**config.mk**
```make
export PLATFORM = sky130hd
export DESIGN_NAME = resp_trace_capture
export DESIGN_NICKNAME = d
export VERILOG_FILES = /design/src/rtl/resp_trace_capture.sv
export SDC_FILE = /design/constraint.sdc
export NUM_CORES = 1
export LEC_CHECK = 0
export CORE_MARGIN = 3
export CORE_UTILIZATION = 53
export CTS_CLUSTER_DIAMETER = 120
export DETAILED_ROUTE_END_ITERATION = 7
export PLACE_DENSITY = 0.78
export SETUP_SLACK_MARGIN = 0.1
export SYNTH_ARGS = -nofsm -noshare
export SYNTH_HDL_FRONTEND = slang
export SYNTH_SLANG_ARGS = --single-unit
```
**constraint.sdc**
```tcl
create_clock -name clock -period 2.8 [get_ports clock]
set_clock_uncertainty 0.15 [all_clocks]
set_input_delay 0.84 -clock clock [delete_from_list [all_inputs] [get_ports clock]]
set_output_delay 0.84 -clock clock [all_outputs]
set_load 0.005 [all_outputs]
```
**src/rtl/resp_trace_capture.sv**
```systemverilog
// resp_trace_capture: capture side of the stimulus-replay path.
// While armed, samples a DUT output vector every clock, packs it into
// {run_len, value} entries and stores them in a small FIFO. The FIFO is
// drained through a valid/ready read port.
//
// Build option: define TRACE_RLE_EN to run-length encode equal samples.
// Without it, every captured sample becomes its own entry with run_len = 1.
// The entry width is the same in both builds.
module resp_trace_capture #(
  parameter int DATA_W = 6,
  parameter int DEPTH  = 16,
  parameter int CNT_W  = 8
) (
  input  logic                     clock,
  input  logic                     reset,
  input  logic                     arm,
  input  logic                     stop,
  input  logic                     clear,
  input  logic [DATA_W-1:0]        sample_in,
  input  logic                     rd_ready,
  output logic                     rd_valid,
  output logic [CNT_W+DATA_W-1:0]  rd_data,
  output logic [$clog2(DEPTH):0]   level,
  output logic                     busy,
  output logic                     overflow
);

  localparam int PTR_W   = $clog2(DEPTH);
  localparam int ENTRY_W = CNT_W + DATA_W;

  localparam logic [CNT_W-1:0] RUN_MAX    = '1;
  localparam logic [CNT_W-1:0] RUN_ONE    = CNT_W'(1);
  localparam logic [PTR_W:0]   LEVEL_FULL = (PTR_W+1)'(DEPTH);

`ifdef TRACE_RLE_EN
  localparam bit RLE_EN = 1'b1;
`else
  localparam bit RLE_EN = 1'b0;
`endif

  typedef enum logic [1:0] {
    S_IDLE,
    S_CAPTURE,
    S_DONE
  } state_t;

  // Control state
  state_t             state_q, state_d;
  logic               first_q, first_d;   // first CAPTURE cycle: load only
  logic [DATA_W-1:0]  cur_q, cur_d;       // value of the pending run
  logic [CNT_W-1:0]   run_q, run_d;       // length of the pending run
  logic               overflow_q, overflow_d;

  // FIFO storage
  logic [ENTRY_W-1:0] mem [DEPTH];
  logic [PTR_W-1:0]   wr_ptr_q, rd_ptr_q;
  logic [PTR_W:0]     level_q;

  // Handshake / push qualification
  logic               push;
  logic [ENTRY_W-1:0] push_entry;
  logic               pop;
  logic               drop;
  logic               push_ok;

  assign pop     = (level_q != '0) && rd_ready;
  // A push into a full FIFO only survives if the head leaves on the same edge.
  assign drop    = (level_q == LEVEL_FULL) && !pop;
  assign push_ok = push && !drop;

  // Next-state and capture datapath decisions.
  // NOTE: every signal written here gets a default first, so no path can
  // leave one unassigned and infer a latch.
  always_comb begin
    state_d    = state_q;
    first_d    = first_q;
    cur_d      = cur_q;
    run_d      = run_q;
    overflow_d = overflow_q;
    push       = 1'b0;
    push_entry = {run_q, cur_q};

    unique case (state_q)
      S_IDLE: begin
        // stop is meaningless before a capture has started
        if (arm) begin
          state_d = S_CAPTURE;
          first_d = 1'b1;
        end
      end

      S_CAPTURE: begin
        if (stop) begin
          // Flush the pending run; the sample on this cycle is not recorded.
          // Nothing is pending yet if stop lands on the load cycle.
          state_d = S_DONE;
          push    = !first_q;
          first_d = 1'b0;
        end else if (first_q) begin
          cur_d   = sample_in;
          run_d   = RUN_ONE;
          first_d = 1'b0;
        end else if (RLE_EN && (sample_in == cur_q) && (run_q != RUN_MAX)) begin
          run_d = run_q + 1'b1;
        end else begin
          push  = 1'b1;
          cur_d = sample_in;
          run_d = RUN_ONE;
        end

        // A dropped entry ends the capture; the pending run is abandoned.
        if (push && drop) begin
          state_d    = S_DONE;
          overflow_d = 1'b1;
          first_d    = 1'b0;
        end
      end

      S_DONE: begin
        // Re-arming keeps the stored trace but forgets the old overflow.
        if (arm) begin
          state_d    = S_CAPTURE;
          first_d    = 1'b1;
          overflow_d = 1'b0;
        end
      end

      default: begin
        state_d = S_IDLE;
      end
    endcase

    // Synchronous flush outranks everything except reset.
    if (clear) begin
      state_d    = S_IDLE;
      first_d    = 1'b0;
      cur_d      = '0;
      run_d      = '0;
      overflow_d = 1'b0;
      push       = 1'b0;
    end
  end

  // Control and pending-run registers.
  // NOTE: sequential state uses non-blocking assignments so every register
  // samples the pre-edge values regardless of statement order.
  always_ff @(posedge clock or negedge reset) begin
    if (!reset) begin
      state_q    <= S_IDLE;
      first_q    <= 1'b0;
      cur_q      <= '0;
      run_q      <= '0;
      overflow_q <= 1'b0;
    end else begin
      state_q    <= state_d;
      first_q    <= first_d;
      cur_q      <= cur_d;
      run_q      <= run_d;
      overflow_q <= overflow_d;
    end
  end

  // FIFO pointers and occupancy; clear empties the queue on the next edge.
  always_ff @(posedge clock or negedge reset) begin
    if (!reset) begin
      wr_ptr_q <= '0;
      rd_ptr_q <= '0;
      level_q  <= '0;
    end else if (clear) begin
      wr_ptr_q <= '0;
      rd_ptr_q <= '0;
      level_q  <= '0;
    end else begin
      if (push_ok) begin
        wr_ptr_q <= wr_ptr_q + 1'b1;
      end
      if (pop) begin
        rd_ptr_q <= rd_ptr_q + 1'b1;
      end
      unique case ({push_ok, pop})
        2'b10:   level_q <= level_q + 1'b1;
        2'b01:   level_q <= level_q - 1'b1;
        default: level_q <= level_q;
      endcase
    end
  end

  // FIFO storage write port.
  // NOTE: the array is not reset; level/pointers decide what is valid and
  // rd_data is forced to zero when empty, so stale contents never escape.
  always_ff @(posedge clock) begin
    if (push_ok) begin
      mem[wr_ptr_q] <= push_entry;
    end
  end

  // Output decode; registered FIFO, so a push shows up one cycle later.
  always_comb begin
    rd_valid = (level_q != '0);
    rd_data  = rd_valid ? mem[rd_ptr_q] : '0;
  end

  assign level    = level_q;
  assign busy     = (state_q == S_CAPTURE);
  assign overflow = overflow_q;

endmodule
```
; ---- Word level (Yosys, flattened, before mapping)
; Memories as Yosys holds them, arrays and structs flattened.
; Index checks and enable logic that the tools add are counted.
[op_classes]
n_mux = 32
add_sub_neg = 4
eq_ne = 10
reduce_logical = 20
[op_table]
columns = op, n
row1 = $mux 8, 3
row2 = $mux 6, 3
row3 = $mux 4, 4
row4 = $mux 14, 1
row5 = $mux 1, 12
row6 = $pmux 5 s2, 1
row7 = $reduce_bool 3->1, 3
row8 = $add 4x1->4 const B, 2
row9 = $mux 2, 4
row10 = $reduce_and 2->1, 3
row11 = $reduce_bool 2->1, 3
row12 = $add 5x1->5 const B, 1
row13 = $eq 5x5->1 const B, 1
row14 = $mux 5, 1
row15 = $reduce_bool 5->1, 1
row16 = $sub 5x1->5 const B, 1
row17 = $eq 2x1->1 const B, 2
row18 = $eq 2x2->1 const B, 2
row19 = $logic_and 1x1->1, 4
row20 = $ne 4x3->1 const B, 1
row21 = $pmux 1 s2, 2
row22 = $pmux 2 s2, 1
row23 = $logic_not 1->1, 3
row24 = $ne 3x1->1 const B, 1
row25 = 6 further kinds, 6
[totals]
mem_bits_rw = 224
reg_bits = 31
input_bits = 12
n_memories = 1
out_inout_bits = 22
[memory_table]
columns = name, depth, width, rd, rd_clocked_by_memory_dff, wr, line
row1 = mem, 16, 14, 1, 0, 1, 55  ; logic [ENTRY_W-1:0] mem [DEPTH];

; ---- Depth between registers and ports, before layout
[logic_depth]
depth_word = 9
depth_mapped = 10
ltp_nobuf = 9

; ---- Worst setup path after synthesis
; Ideal clock, no wire load.
[synth_timing]
path_type = input to register
from = in clear
to = reg level_q[4] (netlist: level[4])
t_arrival_ns = 2.899
path_buffers = 2
setup_ns = 0.082
cell_stages = 10
setup_slack_ns = -0.331
required_ns = 2.568
path_cell_list = buf_6 -> or4b_1 -> buf_2 -> nand3_1 -> inv_1 -> ha_1 -> nor2_1 -> a21oi_1 -> or4_1 -> a31oi_1
[synth_between]
elab_chain_len = 5
[synth_lines]
columns = item, line
row1 = start: declaration, 18  ; input logic clear,
row2 = $mux 1, 134  ; if (clear) begin
row3 = $logic_and 1x1->1, 69  ; assign push_ok = push && !drop;
row4 = $eq 2x1->1 or $eq 2x2->1 (tied branches), 180  ; unique case ({push_ok, pop})
row5 = $pmux 5 s2, 180
row6 = $mux 5, 169  ; end else if (clear) begin
row7 = end signal: assignment, 181  ; 2'b10: level_q <= level_q + 1'b1;
row8 = end signal: assignment, 182  ; 2'b01: level_q <= level_q - 1'b1;
row9 = end signal: assignment, 183  ; default: level_q <= level_q;
row10 = end: declaration, 57  ; logic [PTR_W:0] level_q;
; Parallel ways exist; a longest one is shown, timed or not.
; A chain may end at the register's enable or synchronous reset.

; ---- Final worst setup path
[layout_timing]
from = reg rd_ptr_q[0]
to = out rd_data[3]
[layout_between]
elab_chain_len = 2
[layout_lines]
columns = item, line
row1 = start: declaration, 56  ; logic [PTR_W-1:0] wr_ptr_q, rd_ptr_q;
row2 = start signal: assignment, 178  ; rd_ptr_q <= rd_ptr_q + 1'b1;
row3 = $mem_v2 16x14, -
row4 = $mux 14, 200  ; rd_data = rd_valid ? mem[rd_ptr_q] : '0;
row5 = end: declaration, 22  ; output logic [CNT_W+DATA_W-1:0] rd_data,
; No other way between the ends.

==> results.yml <==
power_and_ir_drop:
  peakVddDrop_mv: 0.556
  p_total_mw: 6.05
  powerDensity_nw_per_um2: 808
  p_leak_nw: 2.65
clock_tree:
  cts.path.max_buffers: 2
  path_clk_slew_ps: 70
  cts_tree: "built"
  ctsHoldBuffers: 0
  root_buffer: "clkbuf_8"
  cts.sinks: 136
  cts_max_level: 4
  cts_buffers: 17
  clk_latency_ps: 530
timing:
  rsz0062_at_grt: "true"
  worst_hold_slack_ps: 419
  setup_violations: 8
  period_share_pct: 116
  setup_ws_ps: -436
  max_slew.worst_pin.slew_ps: 712
  slew_violations: 0
  max_freq_ghz: 0.309
  period_needed_ps: 3240
  relSlewSlack_pct: 52.5
  hold_viol_final: 0
min_path:
  hold_class: "reg2reg"
  whs_path_depth: 2
  hold_path_startpoint: "overflow"
  worstHoldEndpoint: "overflow"
synth:
  syn-cell-area_sq_um: 5860
  ys_seq_area_share_pct: 67.7
  syn_avg_cell_area_sq_um: 16.9
  yosysWarnings: 0
  synth-edff-count: 112
  postSynthRegisterBits: 136
  yosysUniqueCellTypes: 49
  synthCells: 347
  synth_ff_type: "edfxtp_1"
  synthArstFlopShare_pct: 17.6
global_routing:
  grt_pass1_vias: 3621
  grt_overflow: 0
  grt_antenna_before_repair: 0
  grt_pass1_wl_um: 20300
  grt_max_degree: 29
  track_usage_pct: 21.9
drt:
  first_iter_violations: 258
  wl_um: 12700
  wire_per_inst_um: 21.9
  first_pass_iters: 4
  vias: 3357
  drtAntennaViolNets: 0
  vias_per_cell: 5.80
  drc: 0
placed_design:
  dpl.hpwl_um: 7770
  port_buffers: 26
  pre_cts_ws_ps: -491
  gp_congestion: 0.832
  numPlacedInstances: 531
die:
  die_x_um: 111
  die_h_um: 111
  initial_core_util_pct: 55.5
  rows: 37
  boundaryPins: 34
  fp.coreArea_sq_um: 10600
  die_area_sq_um: 12300
critical_path:
  reg2reg_depth: 12
  cp_max_fo: 5
  critical_path_arrival_ps: 2250
  ff2ff_setup_slack_ps: 100
  cp-end-kind: "output port"
  reg2reg_from: "level[1]"
  required_ps: 1810
  timing.rr.end: "level[4]"
  critical_path_class: "reg2out"
  start_kind: "flip-flop"
status:
  status: "complete, but fails checks"
  violations: "setup timing"
final_layout:
  nFillCells: 655
  drive_above_1_share_pct: 38.8
  layout_commonest_cell: "edfxtp_1"
  syn2layout_area_growth_pct: 27.7
  mostFrequentLayoutCells: "edfxtp_1 (112), buf_4 (40), mux4_2 (28), nor2_1 (23), dfrtp_1 (21)"
  fin_nets: 451
  finalNonFillerCells: 579
  final_core_util_pct: 70.9
  insertedDiodeCount: 0
flow_run:
  maxCapViolations: 0
## state kept, by name, indices dropped and copies added (netlist names)
register,count
rd_ptr_q,4
first_q,1
wr_ptr_q,4
state_q,2
mem,112
overflow,1
run_q,1
level,5
cur_q,6
## cell type report
cell class / count / area [sq um] / share of cell area, %
tap: 136 / 170 / 2.28
clock inverter: 14 / 126 / 1.69
multi-input combinational: 181 / 1940 / 25.9
timing repair buffer: 83 / 817 / 10.9
sequential: 136 / 3970 / 53.0
inverter: 11 / 43.8 / 0.585
clock buffer: 18 / 418 / 5.59
## worst max-delay path, cell delays in order (launching register included)
cell and delay, ps:
dfrtp_2 450, buf_6 140, buf_12 110, buf_4 110, mux4_2 500, mux2i_2 180
o22ai_2 90, buf_2 150
## power by group
part,internal [mW],switching [mW]
sequential,2.23,0.0747
clock,1.12,0.916
combinational,0.963,0.735
## metal layers
| layer | global-route usage [%] | up-vias | part of all wire, % |
|---|---|---|---|
| met5 | 0 | - | 0 |
| met4 | 8.68 | 0 | 3.3 |
| met3 | 5.40 | 26 | 4.8 |
| met2 | 36.3 | 122 | 51 |
| met1 | 28.0 | 1704 | 41 |
| li1 | - | 1505 | - |
## synthesized netlist by cell type (2+ instances only)
cell	count	area, sq um
a211oi_1	2	15.0
a21oi_1	8	40.0
and2_1	8	50.1
buf_2	6	30.0
buf_4	7	52.6
clkbuf_1	9	33.8
dfrtp_1	24	601
edfxtp_1	112	3360
ha_1	8	100
inv_1	11	41.3
mux2_4	3	45.0
mux2i_1	22	220
mux4_2	28	631
nand2_1	7	26.3
nand2b_1	5	31.3
nand3_1	4	20.0
nor2_1	29	109
nor3_1	2	10.0
nor3b_1	2	15.0
nor4_1	5	31.3
o211ai_1	3	22.5
o21ai_0	3	15.0
o22ai_1	7	43.8
or4_1	2	15.0
xnor2_1	3	26.3
xor2_1	4	35.0
## metrics by stage
step,area [sq um],setup TNS (ps)
4_1_cts,7420,-3010
6_report,7480,-2990
3_3_place_gp,6690,-27610
3_5_place_dp,6690,-35640
5_1_grt,7480,-3620
2_1_floorplan,6010,-174
## cells by family after synthesis
kind of cell | count (synthesis) | share of synthesized area (%)
flip-flops | 136 | 67.7
AND/OR/NAND/NOR | 73 | 6.71
AO/OA/AOI/OAI | 32 | 4.12
XOR/XNOR | 7 | 1.05
buffers and inverters | 36 | 3.03
other | 1 | 0.0640
multiplexers | 53 | 15.3
adder cells (fa/ha/maj) | 9 | 2.05
## how the worst max path moves through the flow
stage / endpoint / from / cells after the start
floorplan: level[4] / clear / 10
global placement: level[3] / clear / 9
CTS: rd_data[3] / rd_ptr_q[0] / 7
finish: rd_data[3] / rd_ptr_q[0] / 7
global route: rd_data[3] / rd_ptr_q[0] / 7
detailed placement: level[3] / clear / 9
## what timing repair did
item	in CTS	in global routing
setup endpoints to repair	23	59
gates cloned	2	0
resized for setup	51	14
pin swaps	7	11
setup buffers	12	2
No activity file was read; power rests on OpenSTA's default activity.
